## src/rtl/ballot_input_conditioner.sv

```systemverilog
// ballot_input_conditioner: debounces voter/official buttons and issues one vote per armed ballot
module ballot_input_conditioner #(
    parameter int DEBOUNCE_CYCLES = 16,
    parameter int LOCKOUT_CYCLES  = 64
) (
    input  logic       clk,
    input  logic       rst,
    input  logic [3:0] btn_cand,
    input  logic       btn_confirm,
    input  logic       btn_clear,
    input  logic       btn_arm,
    input  logic       vote_ready,
    output logic       vote_valid,
    output logic [3:0] vote_onehot,
    output logic [1:0] vote_idx,
    output logic [3:0] sel_onehot,
    output logic       busy,
    output logic       err_pulse
);
    localparam int DW = $clog2(DEBOUNCE_CYCLES + 1);
    localparam int LW = $clog2(LOCKOUT_CYCLES + 1);
    localparam logic [1:0] IDLE    = 2'd0;
    localparam logic [1:0] SELECT  = 2'd1;
    localparam logic [1:0] SEND    = 2'd2;
    localparam logic [1:0] LOCKOUT = 2'd3;

    logic [6:0]    raw, sync1, sync2, deb, deb_prev, rise;
    logic [DW-1:0] cnt [7];
    logic [LW-1:0] lcnt;
    logic [1:0]    state;
    logic [3:0]    sel;
    logic          err, single;

    // bit order: cand[3:0], confirm, clear, arm
    assign raw    = {btn_arm, btn_clear, btn_confirm, btn_cand};
    assign rise   = deb & ~deb_prev;
    assign single = (deb[3:0] != 4'd0) && ((deb[3:0] & (deb[3:0] - 4'd1)) == 4'd0);

    // two-flop synchronizers and per-button debounce counters
    always_ff @(posedge clk) begin
        if (rst) begin
            sync1    <= '0;
            sync2    <= '0;
            deb      <= '0;
            deb_prev <= '0;
            for (int i = 0; i < 7; i++) cnt[i] <= '0;
        end else begin
            sync1    <= raw;
            sync2    <= sync1;
            deb_prev <= deb;
            for (int i = 0; i < 7; i++) begin
                if (sync2[i] == deb[i]) cnt[i] <= '0;
                else if (cnt[i] == DW'(DEBOUNCE_CYCLES - 1)) begin
                    cnt[i] <= '0;
                    deb[i] <= sync2[i];
                end else cnt[i] <= cnt[i] + 1'b1;
            end
        end
    end

    // ballot FSM: clear beats confirm beats candidate while selecting
    always_ff @(posedge clk) begin
        if (rst) begin
            state <= IDLE;
            sel   <= '0;
            err   <= 1'b0;
            lcnt  <= '0;
        end else begin
            err <= 1'b0;
            case (state)
                IDLE: if (rise[6]) state <= SELECT;
                SELECT: begin
                    if (rise[5]) sel <= '0;
                    else if (rise[4]) begin
                        if (sel != 4'd0) state <= SEND;
                        else err <= 1'b1;
                    end else if (|rise[3:0]) begin
                        if (single) sel <= deb[3:0];
                        else err <= 1'b1;
                    end
                end
                SEND: if (vote_ready) begin
                    state <= LOCKOUT;
                    sel   <= '0;
                    lcnt  <= LW'(LOCKOUT_CYCLES);
                end
                default: if (lcnt == LW'(1)) state <= IDLE;
                         else lcnt <= lcnt - 1'b1;
            endcase
        end
    end

    assign vote_valid  = state == SEND;
    assign vote_onehot = vote_valid ? sel : 4'd0;
    assign vote_idx    = vote_valid ? {sel[3] | sel[2], sel[3] | sel[1]} : 2'd0;
    assign sel_onehot  = sel;
    assign busy        = state != IDLE;
    assign err_pulse   = err;
endmodule

```

## config.mk

```make
export PLATFORM = sky130hd
export DESIGN_NAME = ballot_input_conditioner
export DESIGN_NICKNAME = d
export VERILOG_FILES = /design/src/rtl/ballot_input_conditioner.sv
export SDC_FILE = /design/constraint.sdc
export NUM_CORES = 1
export LEC_CHECK = 0
export ABC_CLOCK_PERIOD_IN_PS = 5100
export CORE_MARGIN = 2
export CORE_UTILIZATION = 56
export CTS_CLUSTER_DIAMETER = 100
export CTS_CLUSTER_SIZE = 14
export DETAILED_ROUTE_END_ITERATION = 10
export GPL_TIMING_DRIVEN = 0
export PLACE_DENSITY = 0.75
export RECOVER_POWER = 100
export SLEW_MARGIN = 5
export SYNTH_ARGS = -nofsm -noshare
export SYNTH_HDL_FRONTEND = slang
export SYNTH_SLANG_ARGS = --single-unit
```

## constraint.sdc

```tcl
create_clock -name clk -period 5.1 [get_ports clk]
set_clock_uncertainty 0.2 [all_clocks]
set_input_delay 0.765 -clock clk [delete_from_list [all_inputs] [get_ports clk]]
set_output_delay 0.765 -clock clk [all_outputs]
set_load 0.1 [all_outputs]
```

==> metrics.md <==
| Metric | Value |
|---|---|
| Final min period | `3.82 ns` |
| Slew Viols, Final | `0` |
| Antenna-violating nets left | `0` |
| Synth area leaders | `edfxtp_1, dfxtp_1, ha_1` |
| Yosys top cell area share | `29.9%` |
| Final wirelength | `5730 um` |
| Status | `completed` |
| Worst skew pair latency | `0.34 ns` |
| Multi-input gate area | `between 1500 and 2000 um2` |
| Num Clock Sinks | `77` |
| Via density per instance | `4.95` |
| Peak VDD IR | `0.000248 V` |
| Max-cap check violation count | `0` |
| Worst Reg2Reg Path Length in Cells | `6` |
| Vias | `2371` |
| Antenna cells | `0` |
| P_leak | `between 1.5 and 2 nW` |
| Number of I/O port buffers | `22` |
| GRT Total Usage | `17.7%` |
| Worst reg2reg path endpoint | `lcnt[3]` |
| Worst hold start | `sync1[6]` |
| RSZ-0062 raised after global routing | `false` |
| Largest buffer count on any clock path | `2` |
| Critical path arrival | `2.86 ns` |
| Hold Path End | `sync2[6]` |
| Share of cells above drive strength 1 | `~5.4%` |
| Crit-path max FO | `10` |
| Final setup violation count | `0` |
| Commonest cells after routing, fill and taps aside | `nor2_1, dfxtp_1, edfxtp_1, conb_1, nor2b_1` |
| Count of cell types in the netlist | `40` |
| First DRT Iteration DRCs | `75` |
| Final worst-path cycle share | `about three quarters` |
| Top_reg_cell synth | `dfxtp_1` |
| Synth Warn # | `0` |
| Final nets | `428` |
| Antenna violations before repair | `0` |
| Largest area contributor in the synthesized netlist | `edfxtp_1` |
| Sequential area share after synthesis | `53.8%` |
| Die X | `83.2 um` |
| Grt total ovfl | `0` |
| PwrDens | `328 nW/um2` |
| Post-CTS setup buffer count | `0` |
| Number of synthesized flops with an enable pin | `35` |
| Global placement routability congestion | `between 0.8 and 0.9` |
| Synthesis-to-finish area growth | `18.1%` |
| Global-route wire length before repair | `10000 um` |
| Syn_area_per_cell | `10.6 um2` |
| Clk pin slew, worst setup/hold paths | `0.08 ns` |
| Commonest non-fill, non-tap cell in the layout | `nor2_1` |
| Root buf cell | `clkbuf_8` |
| Reg area | `1890 um2` |
| Crit Path Class | `reg -> out` |
| Site Rows | `28` |
| CTS tree | `yes` |
| Wire per inst | `12.0 um` |
| Fill count | `~480` |
| Fin. Hold Viols | `0` |
| H-tree depth | `3` |
| R2R Setup Slk | `2.68 ns` |
| Die H | `83.2 um` |
| Worst hold stages | `1` |
| Pre-antenna DRT Iters | `4` |
| Post-synth ARST share | `0%` |
| Post-CTS Hold Buffers | `0` |
| Vias in the first global route | `~2300` |
| WP data required | `4.14 ns` |
| Yosys reg bits | `between 70 and 80` |
| CP Capture Type | `output port` |
| Synthesized instance count | `332` |
| Largest net degree at the start of global routing | `13` |
| Dpl hpwl | `4250 um` |
| Worst Hold Class | `reg -> reg` |
| Achievable Freq | `0.261 GHz` |
| Syn Std Cell Area | `3510 um2` |
| Ports | `23` |
| Die area | `6920 um2` |
| WHS | `roughly 0.23 ns` |
| Startpoint Class | `register` |
| Worst Tran Pin Value | `0.987 ns` |
| Reg2reg start | `state[0]` |
| Setup TNS | `0 ns` |
| Starting density of the core | `between 50% and 60%` |
| Max-slew headroom | `around 34%` |
| CORE AREA | `5990 um2` |
| TritonCTS buffer count | `9` |
| # DRC | `0` |
| CTS-repair resized insts | `0` |
-- kinds of logic after synthesis --
group	Yosys count	synth area share [%]
XOR/XNOR	22	5.48
buffers and inverters	31	3.38
multiplexers	15	4.27
other	1	0.107
flip-flops	77	53.8
adder cells (fa/ha/maj)	19	6.77
AO/OA/AOI/OAI	22	4.70
AND/OR/NAND/NOR	145	21.4
-- routing by layer --
metal | track usage (%) | routed length [um] | vias up | part of all wire [%]
li1 | - | - | 1230 | -
met1 | 22.0 | 2720 | 1100 | 48
met2 | 29.5 | 2730 | 27 | 48
met3 | 3.08 | 136 | 14 | 2.4
met4 | 9.39 | 135 | 0 | 2.4
met5 | 0 | 0 | - | 0
-- flip-flops by register name, indices dropped and copies added (netlist names) --
| register | flops |
|---|---|
| cnt | 35 |
| deb | 7 |
| deb_prev | 7 |
| lcnt | 7 |
| sync1 | 7 |
| sync2 | 7 |
| sel_onehot | 4 |
| state | 2 |
| err_pulse | 1 |
-- where the power goes --
part / total (W) / switching, W / internal (W)
registers: 0.000705 / 0.0000254 / 0.000680
logic: 0.000191 / 0.000110 / 0.0000817
clock network: 0.000464 / 0.000213 / 0.000251
total: 0.00136 / 0.000348 / 0.00101
-- how the worst max path moves through the flow --
stage,start,to,slack (ns),cells after the start
final,state[0],vote_idx[1],1.28,6
after floorplan,state[0],vote_idx[0],1.20,5
after detailed placement,state[0],vote_idx[1],1.81,6
after CTS,state[0],vote_idx[1],1.42,6
after global placement,state[0],vote_idx[1],1.82,6
after global routing,state[0],vote_idx[1],1.09,6
-- layout make-up --
type,count,share of cell area (%)
flip-flops and latches,77,45.6
multi-input cells,258,39.1
repair buffers,22,5.31
clock buffers,12,3.74
well taps,75,2.26
inverters,22,1.99
clock inverters,4,1.12
plain buffers,9,0.844
-- critical path, stage by stage (launching register included) --
cell and delay [ns]:
dfxtp_1 0.33, inv_1 0.08, ha_1 0.27, clkbuf_1 0.34
and2_1 0.20, or2_2 0.10, dlygate4sd3_1 1.19
-- stage by stage --
step | instances | total power (W) | instance area, um2 | setup WS (ns) | utilization, %
2_1_floorplan | 366 | 0.000870 | 3640 | 1.20 | -
3_3_place_gp | 463 | 0.000907 | 3960 | 1.82 | 66.0
3_5_place_dp | 463 | 0.000914 | 3960 | 1.81 | 66.0
4_1_cts | 479 | 0.00138 | 4160 | 1.42 | 69.4
5_1_grt | 479 | 0.00142 | 4150 | 1.09 | 69.3
6_report | 479 | 0.00136 | 4150 | 1.28 | 69.3
-- cells in the mapped netlist (all sizes together), types with 2 or more instances --
master / count
a2111oi: 2
or2: 2
clkbuf: 7
buf: 2
mux2i: 15
o31ai: 2
inv: 22
nand2b: 12
nand2: 12
nand4: 3
nor3: 2
nor2: 51
and2: 4
and3: 8
xor2: 7
edfxtp: 35
nand3: 11
a31oi: 2
nor2b: 23
ha: 19
xnor2: 15
a21oi: 6
a211oi: 2
a41oi: 2
dfxtp: 42
or3: 12
(Power assumes the default switching activity.)
